`config.mk`:
```
export PLATFORM = sky130hd
export DESIGN_NAME = csa_acc_resolver_flat
export DESIGN_NICKNAME = d
export VERILOG_FILES = /design/src/rtl/csa_acc_resolver_pkg.sv /design/src/rtl/csa_acc_resolver_if.sv /design/src/rtl/csa_acc_resolver_resolve.sv /design/src/rtl/csa_acc_resolver.sv /design/src/flat_wrapper.sv
export SDC_FILE = /design/constraint.sdc
export NUM_CORES = 1
export LEC_CHECK = 0
export CORE_AREA = 2 2 127 98
export CTS_CLUSTER_DIAMETER = 100
export DETAILED_ROUTE_END_ITERATION = 12
export DIE_AREA = 0 0 129 100
export GPL_ROUTABILITY_DRIVEN = 0
export PLACE_DENSITY = 0.74
export SLEW_MARGIN = 40
export SYNTH_ARGS = -nofsm -noshare
export SYNTH_HDL_FRONTEND = slang
export SYNTH_SLANG_ARGS = --single-unit
```
`constraint.sdc`:
```
create_clock -name clk -period 3.85 [get_ports clk]
set_input_delay 0.77 -clock clk [delete_from_list [all_inputs] [get_ports clk]]
set_output_delay 0.77 -clock clk [all_outputs]
set_load 0.01 [all_outputs]
```
`src/rtl/csa_acc_resolver_pkg.sv`:
```
// Shared parameters for the compressor-tree resolver/accumulator back end.
// Holds the default widths and the resolved-value width rule.
package csa_acc_pkg;

    localparam int DEF_W     = 16;
    localparam int DEF_ACC_W = 32;
    localparam int RES_W     = DEF_W + 3;

    // sum + 2*carry + 4*cout of W-bit vectors never exceeds 7*(2^W-1) < 2^(W+3)
    function automatic int res_w(input int w);
        return w + 3;
    endfunction

endpackage

```
`src/rtl/csa_acc_resolver_if.sv`:
```
// Input beat and output result channels of csa_acc_resolver.
// Valid/ready: a transfer happens on a rising edge where both valid and ready are 1.
interface csa_acc_resolver_if #(
    parameter int W     = csa_acc_pkg::DEF_W,
    parameter int ACC_W = csa_acc_pkg::DEF_ACC_W
);
    logic             in_valid;
    logic             in_ready;
    logic [W-1:0]     in_sum;
    logic [W-1:0]     in_carry;
    logic [W-1:0]     in_cout;
    logic             in_last;
    logic             out_valid;
    logic             out_ready;
    logic [ACC_W-1:0] out_data;
    logic             out_ovf;

    modport master (
        output in_valid, in_sum, in_carry, in_cout, in_last, out_ready,
        input  in_ready, out_valid, out_data, out_ovf
    );

    modport slave (
        input  in_valid, in_sum, in_carry, in_cout, in_last, out_ready,
        output in_ready, out_valid, out_data, out_ovf
    );
endinterface

```
`src/rtl/csa_acc_resolver_resolve.sv`:
```
// Combinational resolution of weighted (sum, carry, cout) vectors into one binary value:
// a single 3:2 row followed by a carry-propagate add.
module csa_resolve
    import csa_acc_pkg::*;
#(
    parameter int W = DEF_W
) (
    input  logic [W-1:0]         sum,
    input  logic [W-1:0]         carry,
    input  logic [W-1:0]         cout,
    output logic [res_w(W)-1:0]  v
);
    localparam int V_W = res_w(W);

    logic [V_W-1:0] a, b, c, s, k;

    assign a = V_W'(sum);
    assign b = V_W'(carry) << 1;
    assign c = V_W'(cout) << 2;

    // Majority term lands at most at bit W+1, so nothing is shifted out
    assign s = a ^ b ^ c;
    assign k = ((a & b) | (a & c) | (b & c)) << 1;
    assign v = s + k;
endmodule

```
`src/rtl/csa_acc_resolver.sv`:
```
// Two-stage resolver: S1 registers the resolved beat, S2 accumulates it into the group
// sum and publishes the total on the last beat. Control state is s1_v plus out_valid.
module csa_acc_resolver
    import csa_acc_pkg::*;
#(
    parameter int W     = DEF_W,
    parameter int ACC_W = DEF_ACC_W
) (
    input  logic              clk,
    input  logic              reset,
    csa_acc_resolver_if.slave bus
);
    localparam int V_W = res_w(W);

    logic [V_W-1:0]   v;
    logic [V_W-1:0]   s1_val;
    logic             s1_v;
    logic             s1_last;
    logic [ACC_W-1:0] acc;
    logic             ovf;
    logic [ACC_W-1:0] out_data_q;
    logic             out_ovf_q;
    logic             out_valid_q;
    logic             adv;
    logic             move;
    logic             load;
    logic             in_ready_c;
    logic [ACC_W:0]   add;

    csa_resolve #(.W(W)) u_resolve (
        .sum   (bus.in_sum),
        .carry (bus.in_carry),
        .cout  (bus.in_cout),
        .v     (v)
    );

    // in_ready depends only on registered state and out_ready, never on in_valid
    assign adv        = !out_valid_q || bus.out_ready;
    assign move       = s1_v && adv;
    assign in_ready_c = !s1_v || adv;
    assign load       = bus.in_valid && in_ready_c;
    assign add        = {1'b0, acc} + (ACC_W + 1)'(s1_val);

    assign bus.in_ready  = in_ready_c;
    assign bus.out_valid = out_valid_q;
    assign bus.out_data  = out_data_q;
    assign bus.out_ovf   = out_ovf_q;

    always_ff @(posedge clk or posedge reset) begin
        if (reset) begin
            s1_v    <= 1'b0;
            s1_val  <= '0;
            s1_last <= 1'b0;
        end else if (load) begin
            s1_v    <= 1'b1;
            s1_val  <= v;
            s1_last <= bus.in_last;
        end else if (move) begin
            s1_v    <= 1'b0;
        end
    end

    always_ff @(posedge clk or posedge reset) begin
        if (reset) begin
            acc         <= '0;
            ovf         <= 1'b0;
            out_data_q  <= '0;
            out_ovf_q   <= 1'b0;
            out_valid_q <= 1'b0;
        end else if (move && s1_last) begin
            // A new result may overwrite one being taken this same cycle
            out_data_q  <= add[ACC_W-1:0];
            out_ovf_q   <= ovf | add[ACC_W];
            out_valid_q <= 1'b1;
            acc         <= '0;
            ovf         <= 1'b0;
        end else begin
            if (move) begin
                acc <= add[ACC_W-1:0];
                ovf <= ovf | add[ACC_W];
            end
            if (out_valid_q && bus.out_ready) begin
                out_valid_q <= 1'b0;
            end
        end
    end
endmodule

```
`src/flat_wrapper.sv`:
```
// flat-port wrapper written by rule: the top's interface ports become plain ports
module csa_acc_resolver_flat import csa_acc_pkg::*;
#(
    parameter int W     = DEF_W,
    parameter int ACC_W = DEF_ACC_W
)
  (clk, reset, bus_in_valid, bus_in_sum, bus_in_carry, bus_in_cout, bus_in_last, bus_out_ready, bus_in_ready, bus_out_valid, bus_out_data, bus_out_ovf);
  csa_acc_resolver_if #(.W(W), .ACC_W(ACC_W)) bus_i ();
  input  logic clk;
  input  logic reset;
  input wire logic [$bits(bus_i.in_valid)-1:0] bus_in_valid;
  input wire logic [$bits(bus_i.in_sum)-1:0] bus_in_sum;
  input wire logic [$bits(bus_i.in_carry)-1:0] bus_in_carry;
  input wire logic [$bits(bus_i.in_cout)-1:0] bus_in_cout;
  input wire logic [$bits(bus_i.in_last)-1:0] bus_in_last;
  input wire logic [$bits(bus_i.out_ready)-1:0] bus_out_ready;
  output wire logic [$bits(bus_i.in_ready)-1:0] bus_in_ready;
  output wire logic [$bits(bus_i.out_valid)-1:0] bus_out_valid;
  output wire logic [$bits(bus_i.out_data)-1:0] bus_out_data;
  output wire logic [$bits(bus_i.out_ovf)-1:0] bus_out_ovf;
  assign bus_i.in_valid = bus_in_valid;
  assign bus_i.in_sum = bus_in_sum;
  assign bus_i.in_carry = bus_in_carry;
  assign bus_i.in_cout = bus_in_cout;
  assign bus_i.in_last = bus_in_last;
  assign bus_i.out_ready = bus_out_ready;
  assign bus_in_ready = bus_i.in_ready;
  assign bus_out_valid = bus_i.out_valid;
  assign bus_out_data = bus_i.out_data;
  assign bus_out_ovf = bus_i.out_ovf;
  csa_acc_resolver #(.W(W), .ACC_W(ACC_W)) u_core (.clk(clk), .reset(reset), .bus(bus_i));
endmodule
```
==> flow_summary_export.csv, run 1 <==
group,metric,value,unit
outcome,status,"finished, final reports clean",
worst_setup_path,cp_slowest_cell,"fa_1",
worst_setup_path,setup.worst_path.end_class,"register",
placement,hpwl,9.85,mm
final_layout,final_common_cell,"dfrtp_1",
final_layout,drive_gt1_share,8.77,%
synth,synth_edf_count,0,
worst_setup_path,max_stage_delay,0.52,ns
detailed_routing,drt_first_pass_iters,5,
final_layout,final_cell_mix,"dfrtp_1, clkdlybuf4s50_1, nand2_1, o21ai_0, a21oi_1",
synth,netlist_instances,583,
synth,synth_largest_area_cell,"dfrtp_1",
synth,synthFlopType,"dfrtp_1",
timing,maxSlewHeadroom,45.2,%
final_layout,finalNonFillerCells,839,
final_layout,final_cell_area,7020,sq um
worst_setup_path,rr_startpoint,"u_core.acc[0]",
floorplanning,dieArea,12900,sq um
cts,clk_pin_slew,0.06,ns
detailed_routing,detailroute.via_count,4660,
power,swShare,39.2,%
final_layout,final_nets,774,
worst_setup_path,ff2ff_path_depth,9,
synth,synth.distinct_cells,65,
floorplanning,dieWidth,129,microns
floorplanning,coreArea,11900,sq um
synth,netlist.area_leader.share,38.5,%
grt,grt_pass1_vias,4673,
synth,synthTopCellsByArea,"dfrtp_1, ha_1, fa_1",
worst_setup_path,r2r_slack,0.88,ns
hold_path,hp-class,"register to register",
cts,cts_num_sinks,88,
worst_setup_path,crit_start,"bus_in_cout[2]",
floorplanning,start_util,48.2,%
timing,max_freq,0.294,GHz
synth,synthesis.nets,689,
power,p_leak,0.00306,uW
placement,numPortBuffers,87,
timing,period_needed,3.40,ns
synth,synth_warnings,0,
grt,grt_first_pass_wirelength,22.0,mm
power,powerDensity,631,nW/um^2
synth,synthArstFlopShare,100,%
timing,fin_setup_tns,0,ns
worst_setup_path,worst_ep_arrival_time,3.64,ns
timing,rsz0062_at_grt,"false",
placement,placed_area,6740,sq um
cts,clk_latency,0.34,ns
worst_setup_path,start_kind,"input pin",
hold_path,hold_path_depth,2,
cts,cts_resized,0,
grt,antenna_found_initial,0,
detailed_routing,drt_first_iter_violations,259,
synth,yosys_register_bits,88,
job,maxCapViolCount,0,
grt,grt_max_degree,39,
detailed_routing,vias_per_cell,5.55,
grt,grt.overflow.total,0,
worst_setup_path,setup.worst_path.end,"u_core.s1_val[17]",
cts,cts_tree,"done",
grt,grt_usage,21.1,%
final_layout,syn2layout_area_growth,22.8,%
synth,yosysSeqAreaShare,38.5,%
detailed_routing,wirelength,12.8,mm
power,pwr-share-comb,49.8,%
final_layout,fillCellCount,1038,
cts,cts.path.max_buffers,2,
synth,synth_area,5720,sq um
cts,cts-root-buf,"clkbuf_16",
power,sequentialPowerShare,31.7,%
floorplanning,io_pins,88,
cts,cts_hold_buf,0,
worst_setup_path,r2r_end,"u_core.bus.out_data[20]",
detailed_routing,antenna_left,0,
detailed_routing,drc,0,
floorplanning,die_h,100,microns
floorplanning,std_cell_rows,35,
timing,skew,0.00635,ns
power,ir_drop,373,uV
cts,cts_made_buffers,9,
detailed_routing,wl_per_cell,15.3,microns
worst_setup_path,path_max_fanout,3,
timing,finalHoldViolCount,0,
timing,setup_viol,0,
placement,place_inst,823,
synth,syn_area_per_cell,9.81,sq um
power,power.internal,2700,uW
power,p_switching,1740,uW
worst_setup_path,cp.required,4.08,ns
timing,worst_pin_slew,0.814,ns
timing,final_max_slew_viol_count,0,
final_layout,insertedDiodeCount,0,
worst_setup_path,cp_cell_sequence,"clkdlybuf4s50_1 -> inv_1 -> fa_1 -> inv_1 -> ha_1 -> a21o_1 -> a211oi_1 -> o31ai_1 -> a211oi_1 -> or3_1 -> a41o_1",
cts,post_cts_buffers,0,
power,clkPwrFrac,18.6,%
timing,finalCritPeriodShare,88.4,%
cts,htree_levels,3,
worst_setup_path,criticalPathCategory,"input pin to register",
[power groups by stage]
| stage | combinational, uW | sequential, uW | clock, uW |
|---|---|---|---|
| after detailed placement | 2180 | 1420 | 0 |
| after global placement | 2140 | 1410 | 0 |
| final | 2210 | 1400 | 823 |
| after global routing | 2450 | 1440 | 884 |
| after CTS | 2210 | 1410 | 842 |
| after floorplan | 1510 | 1420 | 0 |
[Yosys cell counts (all sizes together), types with 4 or more instances]
cell type and number:
dfrtp 88, nand2 77, o21ai 52, a21oi 46, ha 37, inv 23
nor2 23, xnor2 22, mux2 19, a21o 18, clkbuf 17, a22o 16
fa 16, xor2 14, o31ai 9, a211oi 8, and3 8, and2 7
nand3 7, nand2b 6, o211ai 6, a211o 5, or3 5, nand4 4
nor3 4
[stage by stage]
stage / hold WS, ns / worst slack [ns] / power (uW) / utilization [%]
final: 0.480 / 0.448 / 4430 / 59.1
after CTS: 0.484 / 0.496 / 4460 / 59.1
after global routing: 0.524 / 0.268 / 4780 / 59.1
after floorplan: 0.450 / 0.801 / 2930 / -
after detailed placement: 0.470 / 0.136 / 3600 / 56.8
after global placement: 0.460 / 0.167 / 3550 / 56.8
[cell families after synthesis]
| family | share of synthesized area (%) |
|---|---|
| AND/OR/NAND/NOR | 12.6 |
| flip-flops | 38.5 |
| XOR/XNOR | 5.51 |
| AO/OA/AOI/OAI | 21.9 |
| multiplexers | 4.09 |
| buffers and inverters | 3.65 |
| adder cells (fa/ha/maj) | 13.7 |
[layer usage]
| layer | track usage (%) | routed length (microns) | vias up |
|---|---|---|---|
| met5 | 0 | 0 | - |
| met3 | 3.68 | 519 | 17 |
| li1 | - | - | 2282 |
| met2 | 34.9 | 6200 | 128 |
| met1 | 28.8 | 5920 | 2233 |
| met4 | 6.27 | 172 | 0 |
[cell type report]
class | count | area, sq um | share of cell area, %
Clock inverter | 6 | 45.0 | 0.642
Inverter | 23 | 87.6 | 1.25
Clock buffer | 10 | 239 | 3.40
Multi-Input combinational cell | 451 | 3310 | 47.1
Tap cell | 166 | 208 | 2.96
Timing Repair Buffer | 95 | 931 | 13.3
Sequential cell | 88 | 2200 | 31.4
[worst min path at each step]
stage | startpoint | to | slack [ns]
after detailed placement | u_core.bus.out_data[27] | u_core.bus.out_data[27] | 0.47
after CTS | u_core.bus.out_data[27] | u_core.bus.out_data[27] | 0.48
after global placement | u_core.bus.out_data[21] | u_core.bus.out_data[21] | 0.46
after floorplan | u_core.acc[15] | u_core.acc[15] | 0.45
after global routing | u_core.acc[18] | u_core.acc[18] | 0.52
final | u_core.bus.out_data[27] | u_core.bus.out_data[27] | 0.48
[critical path, delay by kind of cell]
family                   cells  cell delay, ns
AO/OA/AOI/OAI                5            1.10
adder cells (fa/ha/maj)      2            0.84
buffers and inverters        3            0.54
AND/OR/NAND/NOR              1            0.37
[flip-flops by register name (all words and copies together), names as in the netlist]
name,count
u_core.s1_v,1
u_core.bus.out_valid,1
u_core.s1_val,19
u_core.s1_last,1
u_core.ovf,1
u_core.bus.out_data,32
u_core.acc,32
u_core.bus.out_ovf,1
No activity file was read; power rests on OpenSTA's default activity.
==> run 2: changes to the inputs <==
Settings changed: CELL_PAD_IN_SITES_DETAIL_PLACEMENT from default to 1, CELL_PAD_IN_SITES_GLOBAL_PLACEMENT from default to 1, CORE_AREA 2 2 127 98 to 2 2 145 112, DIE_AREA 0 0 129 100 to 0 0 147 114, PLACE_DENSITY 0.74 to default, PLACE_DENSITY_LB_ADDON from default to 0.1.
Clock period 3.85 ns to 3 ns, I/O delays scaled along.
==> flow_summary_export.csv, run 2 (same netlist as run 1, synthesis figures left out) <==
group,metric,value,unit
outcome,status,"finished, final reports clean",
floorplanning,io_pins,88,
detailed_routing,antenna_left,0,
power,clkPwrFrac,19.8,%
worst_setup_path,crit_buf_inv,1,
power,swShare,38.5,%
detailed_routing,drc,0,
cts,cts_made_buffers,9,
grt,grt.overflow.total,0,
cts,cts_hold_buf,0,
power,p_switching,2400,uW
detailed_routing,detailroute.via_count,4852,
floorplanning,start_util,36.9,%
timing,setup_ws,0.110,ns
cts,clk_pin_slew,0.06,ns
power,power.internal,3820,uW
power,pwr-share-comb,51.1,%
detailed_routing,drt_first_pass_iters,4,
final_layout,utilization,49.1,%
detailed_routing,wl_per_cell,17.4,microns
final_layout,syn2layout_area_growth,33.3,%
floorplanning,coreArea,15500,sq um
placement,numPortBuffers,87,
placement,place_inst,911,
cts,cts_num_sinks,88,
floorplanning,dieArea,16800,sq um
worst_setup_path,crit_family,"compound AO/OA/AOI/OAI gates",
timing,fin_setup_tns,0,ns
timing,worst_pin_slew,0.523,ns
worst_setup_path,worst_ep_arrival_time,3.11,ns
worst_setup_path,rr_startpoint,"u_core.acc[5]",
final_layout,insertedDiodeCount,0,
timing,max_freq,0.346,GHz
grt,antenna_found_initial,0,
worst_setup_path,crit_start,"bus_in_cout[6]",
grt,grt_first_pass_wirelength,27.5,mm
worst_setup_path,setup.worst_path.end_class,"register",
final_layout,final_common_cell,"dfrtp_1",
cts,cts_tree,"done",
grt,grt_max_degree,55,
placement,hpwl,12.5,mm
worst_setup_path,cp_slowest_cell,"fa_1",
cts,cts.path.max_buffers,2,
grt,grt_pass1_vias,5334,
power,sequentialPowerShare,29.1,%
power,powerDensity,816,nW/um^2
hold_path,hp-class,"register to register",
placement,pre_cts_ws,-0.625,ns
detailed_routing,drt_first_iter_violations,175,
grt,grt_usage,20.2,%
worst_setup_path,cp_cell_sequence,"clkdlybuf4s50_1 -> fa_1 -> ha_1 -> a21o_1 -> a211oi_4 -> o211ai_1 -> nand2_1 -> a21oi_2 -> a221o_1",
timing,fin_hold_ws,0.476,ns
timing,skew,0.00852,ns
floorplanning,dieWidth,147,microns
timing,setup_viol,0,
timing,period_needed,2.89,ns
timing,rsz0062_at_grt,"false",
job,maxCapViolCount,0,
power,p_leak,0.00340,uW
worst_setup_path,start_kind,"input pin",
timing,finalHoldViolCount,0,
detailed_routing,vias_per_cell,5.21,
detailed_routing,wirelength,16.2,mm
floorplanning,die_h,114,microns
cts,clk_latency,0.33,ns
worst_setup_path,path_max_fanout,3,
final_layout,finalNonFillerCells,931,
cts,htree_levels,3,
final_layout,drive_gt1_share,17.5,%
final_layout,final_cell_mix,"dfrtp_1, clkdlybuf4s50_1, nand2_1, buf_4, o21ai_0",
timing,final_max_slew_viol_count,0,
floorplanning,std_cell_rows,40,
worst_setup_path,criticalPathCategory,"input pin to register",
final_layout,final_nets,822,
timing,finalCritPeriodShare,96.3,%
timing,maxSlewHeadroom,65.1,%
final_layout,fillCellCount,1758,
power,ir_drop,461,uV
worst_setup_path,cp.required,3.22,ns
worst_setup_path,max_stage_delay,0.49,ns
cts,cts-root-buf,"clkbuf_16",
hold_path,min_from,"u_core.bus.out_data[16]",
==> run 2: path summary, 6_finish.rpt <==
| kind | end | slack (ns) | depth (start not counted) |
|---|---|---|---|
| max | u_core.s1_val[18] | 0.11 | 9 |
| min | u_core.bus.out_data[16] | 0.48 | 2 |
| max reg2reg | u_core.acc[30] | 0.16 | 9 |
| min reg2reg | u_core.bus.out_data[16] | 0.48 | 2 |
| max in group asynchronous | u_core.bus.out_data[10] | 1.96 | 3 |
| min in group asynchronous | u_core.bus.out_ovf | 0.64 | 3 |
==> run 2: area by class of cell <==
cell class	instances	area, sq um	share of cell area, %
clock inverter	5	80.1	1.05
timing repair buffer	143	1340	17.6
multi-input combinational	451	3410	44.7
tap	210	263	3.45
sequential	88	2200	28.9
inverter	23	87.6	1.15
clock buffer	11	243	3.18
==> run 2: layer usage <==
| metal | GRT usage [%] | share of wire (%) | up-vias |
|---|---|---|---|
| met2 | 33.6 | 46 | 75 |
| li1 | - | - | 2365 |
| met4 | 2.63 | 0.49 | 0 |
| met1 | 28.5 | 50 | 2404 |
| met5 | 0 | 0 | - |
| met3 | 3.80 | 3.5 | 8 |
==> run 2: per-stage QoR <==
step / power (uW) / cell area, sq um
floorplan: 3760 / 5720
global placement: 4800 / 7150
detailed placement: 4930 / 7150
CTS: 6260 / 7570
global route: 6710 / 7620
finish: 6220 / 7620
==> run 2: power by group through the flow <==
| stage | clock network, uW | logic, uW | registers (uW) |
|---|---|---|---|
| after detailed placement | 0 | 3090 | 1830 |
| final | 1230 | 3180 | 1810 |
| after global routing | 1310 | 3540 | 1860 |
| after floorplan | 0 | 1940 | 1820 |
| after global placement | 0 | 2990 | 1810 |
| after CTS | 1260 | 3180 | 1810 |
==> run 2: worst register-to-register path: stages, from the launching register on <==
cell and delay [ns]:
dfrtp_1 0.39, ha_1 0.40, and3_1 0.20, a221oi_2 0.08
or4_4 0.55, a2111oi_4 0.31, buf_4 0.22, o211a_1 0.21
o21ai_0 0.11, a22o_1 0.27
==> run 2: what timing repair did <==
action	in CTS	in global routing
pin swaps	13	22
resized for setup	20	16
endpoints found under the setup margin	11	24
setup buffers	2	2
==> run 3: changes to the inputs <==
Settings changed: CORE_AREA 2 2 145 112 to 5 5 137 106, DIE_AREA 0 0 147 114 to 0 0 142 111, DONT_BUFFER_PORTS from default to 1.
==> flow_summary_export.csv, run 3 (same netlist as run 1, synthesis figures left out) <==
group,metric,value,unit
outcome,status,"finished, final reports clean",
power,powerDensity,888,nW/um^2
timing,fin_setup_tns,0,ns
floorplanning,dieArea,15800,sq um
worst_setup_path,rr_startpoint,"u_core.s1_val[5]",
grt,grt_usage,20.3,%
timing,max_freq,0.353,GHz
cts,clk_pin_slew,0.07,ns
timing,rsz0062_at_grt,"false",
timing,finalCritPeriodShare,94.4,%
floorplanning,coreArea,12900,sq um
timing,skew,0.00674,ns
final_layout,final_nets,707,
final_layout,finalNonFillerCells,777,
detailed_routing,antenna_left,0,
job,maxCapViolCount,0,
detailed_routing,wirelength,15.3,mm
worst_setup_path,path_depth,9,
cts,cts_hold_buf,0,
cts,cts-root-buf,"clkbuf_16",
cts,cts.path.max_buffers,2,
timing,setup_viol,0,
power,clkPwrFrac,20.1,%
cts,htree_levels,3,
power,power.internal,3330,uW
timing,worst_pin_slew,0.644,ns
cts,clk_latency,0.35,ns
cts,cts_tree,"done",
worst_setup_path,cp_cell_sequence,"ha_1 -> and3_1 -> a221oi_2 -> or4_4 -> a2111oi_4 -> buf_4 -> o2111ai_2 -> or3_1 -> o21ai_0",
detailed_routing,vias_per_cell,5.79,
grt,grt_first_pass_wirelength,26.0,mm
power,swShare,41.1,%
floorplanning,die_h,111,microns
timing,maxSlewHeadroom,56.7,%
worst_setup_path,crit_start,"u_core.s1_val[5]",
power,ir_drop,455,uV
detailed_routing,drc,0,
placement,hpwl,11.6,mm
floorplanning,dieWidth,142,microns
final_layout,final_cell_mix,"dfrtp_1, nand2_1, o21ai_0, a21oi_1, ha_1",
placement,place_inst,761,
worst_setup_path,r2r_end,"u_core.acc[26]",
floorplanning,start_util,44.4,%
power,sequentialPowerShare,33.8,%
floorplanning,std_cell_rows,36,
final_layout,final_common_cell,"dfrtp_1",
worst_setup_path,path_max_fanout,6,
grt,grt.overflow.total,0,
detailed_routing,wl_per_cell,19.7,microns
timing,period_needed,2.83,ns
detailed_routing,detailroute.via_count,4496,
worst_setup_path,r2r_slack,0.17,ns
power,p_switching,2320,uW
detailed_routing,drt_first_pass_iters,4,
power,p_leak,0.00284,uW
worst_setup_path,crit_family,"simple AND/OR/NAND/NOR gates",
cts,cts_made_buffers,9,
hold_path,hp-class,"input pin to async pin",
cts,cts_num_sinks,88,
worst_setup_path,criticalPathCategory,"register to register",
final_layout,insertedDiodeCount,0,
detailed_routing,drt_first_iter_violations,185,
grt,antenna_found_initial,0,
final_layout,drive_gt1_share,13.5,%
worst_setup_path,cp.required,3.26,ns
grt,grt_pass1_vias,4865,
final_layout,final_cell_area,6360,sq um
worst_setup_path,setup.worst_path.end,"u_core.acc[26]",
timing,finalHoldViolCount,0,
worst_setup_path,cp_slowest_cell,"or4_4",
final_layout,fillCellCount,1468,
worst_setup_path,max_stage_delay,0.54,ns
placement,numPortBuffers,0,
worst_setup_path,setup.worst_path.end_class,"register",
power,pwr-share-comb,46.1,%
final_layout,syn2layout_area_growth,11.2,%
floorplanning,io_pins,88,
timing,final_max_slew_viol_count,0,
placement,placed_area,6050,sq um
worst_setup_path,ff2ff_path_depth,9,
grt,grt_max_degree,50,
worst_setup_path,crit_buf_inv,1,
worst_setup_path,worst_ep_arrival_time,3.09,ns
power,finalPower,5650,uW
worst_setup_path,start_kind,"register",
==> run 3: cell types whose count changed in the layout (fill, tap and decap cells not counted), moves of 3 or more <==
cell	previous run	this run
clkdlybuf4s50_1	78	0
buf_4	53	26
dlymetal6s2s_1	8	0
a21oi_1	40	46
a21oi_2	6	0
inv_1	18	22
inv_2	4	0
a211oi_1	5	8
==> run 3: layer usage <==
| metal | GRT usage, % | routed length (microns) |
|---|---|---|
| met3 | 4.79 | 868 |
| met5 | 0 | 0 |
| met4 | 5.24 | 186 |
| met1 | 28.8 | 7310 |
| met2 | 31.2 | 6970 |
==> run 3: power groups by stage <==
stage	sequential (uW)	clock (uW)	combinational, uW
floorplan	1820	0	1940
global placement	1920	0	2460
detailed placement	1940	0	2560
CTS	1920	1180	2600
global route	1960	1220	2920
finish	1910	1140	2600
==> run 3: cell type report <==
cell class	count	area (sq um)	share of cell area [%]
clock buffer	9	225	3.54
multi-input combinational	451	3320	52.2
sequential	88	2200	34.6
timing repair buffer	28	235	3.70
tap	171	214	3.36
clock inverter	7	72.6	1.14
inverter	23	88.8	1.40
==> run 3: worst min path at each step <==
stage                   start                       to  cells past startpoint
2_1_floorplan  u_core.acc[15]           u_core.acc[15]                      2
3_3_place_gp    u_core.acc[0]            u_core.acc[0]                      2
3_5_place_dp    u_core.acc[0]            u_core.acc[0]                      2
4_1_cts                 reset  u_core.bus.out_data[30]                      1
5_1_grt                 reset           u_core.acc[31]                      1
6_report                reset           u_core.acc[31]                      1
==> run 3: what timing repair did <==
action                                  CTS  global route
buffers inserted                          0             0
endpoints found under the setup margin    0             4
gates resized for setup                   0             2
==> run 3: metrics by stage <==
step,setup slack [ns],hold WS [ns],utilization (%)
detailed placement,-0.100,0.485,47.0
global placement,-0.0470,0.474,47.0
CTS,0.137,0.254,49.3
global route,0.0204,0.214,49.4
finish,0.169,0.171,49.4
floorplan,0.121,0.450,-
